==> src/rtl/imem_pkg.sv <==
// imem_pkg: shared IMEM geometry and controller state encoding
package imem_pkg;
    localparam int IMEM_DEPTH = 64;
    localparam int IMEM_WIDTH = 16;
    localparam int IMEM_AW    = 6;
    typedef enum logic [1:0] {IDLE, LOAD, RUN, DONE} state_t;
endpackage

==> src/rtl/imem_load_fetch_ctrl.sv <==
// imem_load_fetch_ctrl: loads a host word stream into the shift IMEM, then fetches it to the core
module imem_load_fetch_ctrl
    import imem_pkg::*;
#(
    parameter int WIDTH = IMEM_WIDTH,
    parameter int DEPTH = IMEM_DEPTH,
    parameter int AW    = IMEM_AW
) (
    input  logic             clk,
    input  logic             rst,
    input  logic             load_start,
    input  logic             in_valid,
    input  logic [WIDTH-1:0] in_data,
    input  logic             in_last,
    output logic             in_ready,
    input  logic             run_start,
    input  logic             abort,
    input  logic             jump_valid,
    input  logic [AW-1:0]    jump_target,
    output logic             instr_valid,
    input  logic             instr_ready,
    output logic [WIDTH-1:0] instr_data,
    output logic [AW-1:0]    instr_pc,
    output logic             done,
    output logic             overflow,
    output logic [AW:0]      prog_len,
    output logic             imem_shift_enable,
    output logic [WIDTH-1:0] imem_new_value,
    output logic [AW-1:0]    imem_addr,
    input  logic [WIDTH-1:0] imem_data_out
);
    state_t      state, state_n;
    logic [AW:0] count, count_n, pc, pc_n, jump_pc;
    logic        overflow_n;

    assign jump_pc    = {1'b0, jump_target};
    assign instr_data = imem_data_out;
    assign instr_pc   = pc[AW-1:0];
    assign prog_len   = count;

    always_ff @(posedge clk or posedge rst) begin
        if (rst) begin
            state    <= IDLE;
            count    <= '0;
            pc       <= '0;
            overflow <= 1'b0;
        end else begin
            state    <= state_n;
            count    <= count_n;
            pc       <= pc_n;
            overflow <= overflow_n;
        end
    end

    always_comb begin
        state_n           = state;
        count_n           = count;
        pc_n              = pc;
        overflow_n        = overflow;
        in_ready          = 1'b0;
        instr_valid       = 1'b0;
        done              = 1'b0;
        imem_shift_enable = 1'b0;
        imem_new_value    = '0;
        imem_addr         = '0;
        if (abort) begin
            state_n = IDLE;
            pc_n    = '0;
        end else begin
            case (state)
                IDLE, DONE: begin
                    if (load_start) begin
                        state_n    = LOAD;
                        count_n    = '0;
                        overflow_n = 1'b0;
                    end else if (run_start) begin
                        pc_n    = '0;
                        done    = (count == '0);
                        state_n = done ? DONE : RUN;
                    end
                end
                LOAD: begin
                    in_ready = 1'b1;
                    if (in_valid) begin
                        imem_shift_enable = 1'b1;
                        imem_new_value    = in_data;
                        // a full IMEM still shifts; the oldest word falls off the far end
                        if (count == (AW+1)'(DEPTH)) overflow_n = 1'b1;
                        else count_n = count + 1'b1;
                        if (in_last) state_n = IDLE;
                    end
                end
                RUN: begin
                    // newest word sits at address 0, so the oldest retained word is at count-1
                    imem_addr = AW'(count - pc - (AW+1)'(1));
                    if (pc >= count) begin
                        state_n = DONE;
                        done    = 1'b1;
                    end else begin
                        instr_valid = 1'b1;
                        if (jump_valid) begin
                            pc_n    = jump_pc;
                            done    = (jump_pc >= count);
                            state_n = done ? DONE : RUN;
                        end else if (instr_ready) begin
                            pc_n = pc + 1'b1;
                        end
                    end
                end
                default: state_n = IDLE;
            endcase
        end
    end
endmodule

==> config.mk <==
export PLATFORM = sky130hd
export DESIGN_NAME = imem_load_fetch_ctrl
export DESIGN_NICKNAME = d
export VERILOG_FILES = /design/src/rtl/imem_pkg.sv /design/src/rtl/imem_load_fetch_ctrl.sv
export SDC_FILE = /design/constraint.sdc
export NUM_CORES = 1
export LEC_CHECK = 0
export CAP_MARGIN = 40
export CORE_MARGIN = 5
export CORE_UTILIZATION = 43
export DETAILED_ROUTE_END_ITERATION = 10
export HOLD_SLACK_MARGIN = 0.02
export PLACE_DENSITY = 0.85
export SYNTH_ARGS = -nofsm -noshare
export SYNTH_HDL_FRONTEND = slang
export SYNTH_SLANG_ARGS = --single-unit
==> constraint.sdc <==
create_clock -name clk -period 3.4 [get_ports clk]
set_clock_uncertainty 0.15 [all_clocks]
set_input_delay 0.68 -clock clk [delete_from_list [all_inputs] [get_ports clk]]
set_output_delay 0.68 -clock clk [all_outputs]
set_load 0.02 [all_outputs]
==> Word level (Yosys, flattened, before mapping) <==
Index checks and enable logic that the tools add are counted.
Widths: inputs -> output; s select.
{ "totals": {"reg_bits": 17, "input_bits": 47, "output_inout_bits": 56, "elab_cells": 80} }
{ "classes": {"addsub": 4, "order_cmp": 2, "n_eq_ne": 16, "mux": 44, "bitwise_logic": 1, "n_reduce_logical": 9} }
{ "ops": {"columns": ["op", "count"], "rows": [
  ["$mux 7", 9],
  ["$mux 16", 3],
  ["$pmux 7 s2", 2],
  ["$mux 1", 18],
  ["$ne 3x3->1 const B", 5],
  ["$reduce_and 5->1", 3],
  ["$add 7x1->7 const B", 2],
  ["$mux 2", 7],
  ["$mux 6", 2],
  ["$ne 4x4->1 const B", 3],
  ["$ne 2x2->1 const B", 4],
  ["$eq 7x7->1 const B", 1],
  ["$ge 6x7->1", 1],
  ["$ge 7x7->1", 1],
  ["$logic_not 7->1", 1],
  ["$pmux 2 s3", 1],
  ["$sub 6x1->6 const B", 1],
  ["$sub 6x6->6", 1],
  ["$eq 2x2->1 const B", 2],
  ["$pmux 1 s2", 2],
  ["$reduce_and 4->1", 1],
  ["$reduce_bool 3->1", 1],
  ["$eq 2x1->1 const B", 1],
  ["$logic_not 2->1", 1],
  ["other kinds (3)", 3]
]} }

==> Logic depth before layout (Yosys ltp) <==
{ "logic_depth": {"depth_word": 6, "depth_mapped": 9, "depth_no_buf": 9} }

==> Least setup slack after synthesis <==
Ideal clock, no wire load.
{ "synth_timing": {"path_kind": "register to output", "from": "register count[2] (netlist: prog_len[2])", "to": "output done", "arrival_ns": 2.056, "required_ns": 2.570, "setup_slack_ns": 0.514, "stages_incl_launch_ff": 10, "path_buffers": 1, "path_cell_list": "dfrtp_1 -> clkbuf_1 -> inv_1 -> ha_1 -> a21o_1 -> a31oi_1 -> o22a_1 -> o21ai_0 -> a2bb2oi_1 -> nor3_1"} }
{ "synth_between": {"elab_chain_len": 5, "word_cells_on_any_way": 9, "cone_classes": "2 x order compare; 6 x mux; 1 x reduce/logical"} }
{ "synth_lines": {"columns": ["item", "line", "source"], "rows": [
  ["from (decl)", "imem_load_fetch_ctrl.sv:33", "logic [AW:0] count, count_n, pc, pc_n, jump_pc;"],
  ["from (signal assigned)", "imem_load_fetch_ctrl.sv:49", "count <= count_n;"],
  ["$ge 6x7->1 / $logic_not 7->1 (equally long branches)", "imem_load_fetch_ctrl.sv:103, imem_load_fetch_ctrl.sv:78", null],
  ["$mux 1, on equally long branches", "imem_load_fetch_ctrl.sv:101, imem_load_fetch_ctrl.sv:76", null],
  ["$mux 1, on equally long branches", "imem_load_fetch_ctrl.sv:96, imem_load_fetch_ctrl.sv:72", null],
  ["$pmux 1 s2 (*)", "imem_load_fetch_ctrl.sv:70", "case (state)"],
  ["$mux 1 (*)", "imem_load_fetch_ctrl.sv:66", "if (abort) begin"],
  ["to (decl)", "imem_load_fetch_ctrl.sv:24", "output logic done,"]
]} }
Every way passes the cells marked *; elsewhere a longest branch is shown, timed or not.

==> Worst setup path after layout <==
{ "layout_timing": {"from": "register pc[4]", "to": "output instr_valid"} }
{ "layout_between": {"elab_chain_len": 4} }
{ "layout_lines": {"columns": ["item", "line", "source"], "rows": [
  ["from (decl)", "imem_load_fetch_ctrl.sv:33", null],
  ["from (signal assigned)", "imem_load_fetch_ctrl.sv:50", "pc <= pc_n;"],
  ["$ge 7x7->1", "imem_load_fetch_ctrl.sv:96", "if (pc >= count) begin"],
  ["$mux 1", "imem_load_fetch_ctrl.sv:96", null],
  ["$mux 1", "imem_load_fetch_ctrl.sv:70", null],
  ["$mux 1", "imem_load_fetch_ctrl.sv:66", null],
  ["to (decl)", "imem_load_fetch_ctrl.sv:20", "output logic instr_valid,"]
]} }
No other way between the ends.

==> impl_metrics.csv <==
group,metric,value,unit
run_status,status,"finished clean",
place,place.gp.congestion,0.919,
power,clockPowerShare,0.148,
sta,tightest_slew,687,ps
worst_setup_path,cp_num_buf_inv,2,
place,placed_area,2560,sq um
worst_setup_path,critPathTopFamily,"buffers and inverters",
final_layout,antenna_cells,0,
synthesis,syn_inst,239,
drt,vias,1886,
worst_setup_path,critical_path.max_stage_delay,600,ps
floorplan,die_x,77.1,um
drt,first_pass_iters,5,
power,ir_drop,0.316,mV
power,switchingPower,0.459,mW
sta,fin_setup_tns,0,ps
drt,drt_iter0_markers,109,
drt,ant_nets,0,
global_routing,grt_use_total,0.179,
clock_tree,clk_path_buf_depth,2,
sta,finalSetupViolCount,0,
final_layout,fin_util,0.604,
clock_tree,clock_sinks,17,
sta,fmax,303,MHz
power,seq_power_share,0.238,
worst_setup_path,critPathKind,"flip-flop to output port",
sta,rsz0062_at_grt,"false",
drt,routed_via_density,5.50,
clock_tree,h-tree-depth,1,
synthesis,synth_edf_count,0,
sta,slew_headroom,0.541,
final_layout,drive_gt1_frac,0.0997,
drt,route.detailed.drc,0,
global_routing,grt_pass1_wl,8940,um
clock_tree,clockRootBuffer,"clkbuf_8",
sta,worst_slack,103,ps
sta,finalCritPeriodShare,0.970,
floorplan,core_region_area,4350,sq um
sta,hold_violations,0,
synthesis,dominantRegCellSynth,"dfrtp_1",
synthesis,ys_warn_count,0,
flow_run,max-cap-violations,0,
drt,routed_wl,5370,um
synthesis,ys_seq_area_frac,0.220,
worst_setup_path,crit_required,2570,ps
global_routing,busiest_layer,"met2",
power,combPwrFrac,0.614,
global_routing,grtUsageMet2,0.310,
global_routing,antenna_found_initial,0,
place,pre_cts_ws,-330,ps
global_routing,grt_max_degree,19,
sta,finalCriticalPeriod,3300,ps
clock_tree,cts_buffers,3,
clock_tree,clkTransAtPathRegs,70,ps
worst_setup_path,end_kind,"output port",
floorplan,start_util,0.445,
synthesis,synthDistinctLibCells,46,
power,power_switching_share,0.433,
power,p_int,0.600,mW
final_layout,design_area,2630,sq um
worst_setup_path,arrival,2470,ps
global_routing,use_met1,0.235,
place,place_inst,339,
sta,finalMaxSlewViolations,0,
clock_tree,clock_latency,250,ps
floorplan,io_pins,103,
power,total_power,1.06,mW
global_routing,gr-usage-met3,0.0246,
synthesis,synthArstFlopShare,1.00,
worst_hold_path,min_path_type,"flip-flop to flip-flop",
worst_setup_path,slowest_stage,"clkdlybuf4s50_1",
drt,wl_per_cell,15.7,um
floorplan,core.rowCount,24,
global_routing,first_global_vias,1813,
synthesis,synth.net_count,310,
final_layout,area_growth,35.9,%
place,dpl.hpwl,4350,um
power,leakage,1.22,nW
synthesis,synth_area_per_cell,8.10,sq um
worst_setup_path,start_kind,"flip-flop",
clock_tree,cts_tree,"built",
floorplan,die_area,5950,sq um
sta,holdWs,381,ps
final_layout,instances_no_fill,343,
floorplan,fp.dieH,77.1,um
synthesis,netlist_area,1940,sq um
final_layout,nNetsFinal,363,
worst_setup_path,cp_cell_sequence,"inv_1 > ha_1 > a21oi_2 > o21ai_2 > a21oi_4 > and2_2 > clkdlybuf4s50_1",
synthesis,ys_seq_elements,17,
global_routing,grt_overflow_total,0,
place,port_buffers,70,
worst_setup_path,critPathMaxFanout,6,
power,power_density,402,nW/um^2
power groups by stage:
stage	Sequential [mW]	Clock (mW)	Combinational, mW
3_5_place_dp	0.255	0	0.637
5_1_grt	0.256	0.167	0.706
2_1_floorplan	0.257	0	0.441
3_3_place_gp	0.254	0	0.616
4_1_cts	0.252	0.157	0.634
6_report	0.252	0.156	0.650
synthesized netlist by cell type (all sizes together), types with 2 or more instances:
cell type | count | area (sq um)
mux2i | 2 | 20.0
and2 | 3 | 20.0
a21oi | 15 | 105
buf | 25 | 180
o21ai | 12 | 67.6
and3 | 16 | 100
nor2 | 16 | 67.6
dfrtp | 17 | 425
ha | 23 | 288
inv | 23 | 86.3
o22ai | 2 | 12.5
a22o | 5 | 43.8
a22oi | 2 | 15.0
o21bai | 2 | 15.0
a21o | 6 | 45.0
nand4 | 4 | 25.0
nand3 | 10 | 50.1
o31ai | 2 | 15.0
a211oi | 2 | 20.0
nand2b | 3 | 18.8
nand2 | 12 | 45.0
nor3 | 9 | 45.0
clkbuf | 5 | 18.8
nor2b | 4 | 25.0
xor2 | 3 | 26.3
xnor2 | 3 | 26.3
routing by layer:
layer | share of wire | wire length (um)
met1 | 0.44 | 2350
met2 | 0.51 | 2730
met3 | 0.047 | 251
met4 | 0.0084 | 45
met5 | 0 | 0
sequential cells by signal, indices dropped and copies added (netlist names):
signal	count
prog_len	7
state	2
overflow	1
pc	7
final cells by class:
class / instances / area (sq um)
clock inverters: 1 / 5.00
flip-flops and latches: 17 / 427
well taps: 52 / 65.1
repair buffers: 78 / 763
multi-input cells: 169 / 1240
clock buffers: 3 / 41.3
inverters: 23 / 86.3
fillers: 376 / 1720
worst reg2reg max path, stage by stage (launching register included):
cell	delay, ps
dfrtp_1	450
inv_1	110
ha_1	380
a21oi_2	190
o21ai_2	100
a21oi_4	200
a311oi_4	200
or4_1	540
nand3_1	100
placed cells by master, fill, tap and decap left out, drive strengths merged, types with 2 or more instances in the layout:
cell	synthesis	final
nor3	9	9
a211oi	2	2
dlymetal6s2s	0	2
inv	23	23
clkbuf	5	3
and3	16	16
buf	25	9
o21ai	12	12
o22ai	2	2
ha	23	23
nand3	10	10
and2	3	3
xnor2	3	3
dfrtp	17	17
clkdlybuf4s50	0	67
nand4	4	4
xor2	3	3
a22oi	2	2
nor2	16	16
o31ai	2	2
nor2b	4	4
mux2i	2	2
a21oi	15	15
o21bai	2	2
a22o	5	5
a21o	6	6
nand2b	3	3
nand2	12	12
logic make-up (layout without fill, tap and decap cells):
kind of cell / after synthesis / after routing / synth area share
adders and majority gates: 24 / 24 / 0.159
DFF: 17 / 17 / 0.220
muxes: 3 / 3 / 0.0161
xor gates and xnor gates: 6 / 6 / 0.0271
AOI/OAI and AO/OA: 54 / 54 / 0.209
and+or+nand+nor: 82 / 82 / 0.222
buffers and inverters: 53 / 105 / 0.147
final timing paths:
| check | slack, ps | end | from | cells after the start |
|---|---|---|---|---|
| max in group asynchronous | 1950 | prog_len[0]$_DFFE_PP0P_ | rst | 2 |
| worst max-delay path | 100 | instr_valid | pc[4]$_DFFE_PP0P_ | 7 |
| worst min-delay path | 380 | overflow$_DFFE_PP0P_ | overflow$_DFFE_PP0P_ | 2 |
| min in group asynchronous | 680 | overflow$_DFFE_PP0P_ | rst | 2 |
| worst max register to register | 930 | pc[6]$_DFFE_PP0P_ | pc[4]$_DFFE_PP0P_ | 8 |
| worst min register to register | 380 | overflow$_DFFE_PP0P_ | overflow$_DFFE_PP0P_ | 2 |
repair_timing:
item                                   in CTS  in global routing
pin swaps                                   2                  3
resized for setup                           6                  7
setup endpoints to repair                   2                  3
buffers inserted                            0                  0
gates cloned                                0                  0
endpoints found under the hold margin       0                  0
hold buffers                                0                  0
Note: power is estimated with default switching activity, not from simulation.
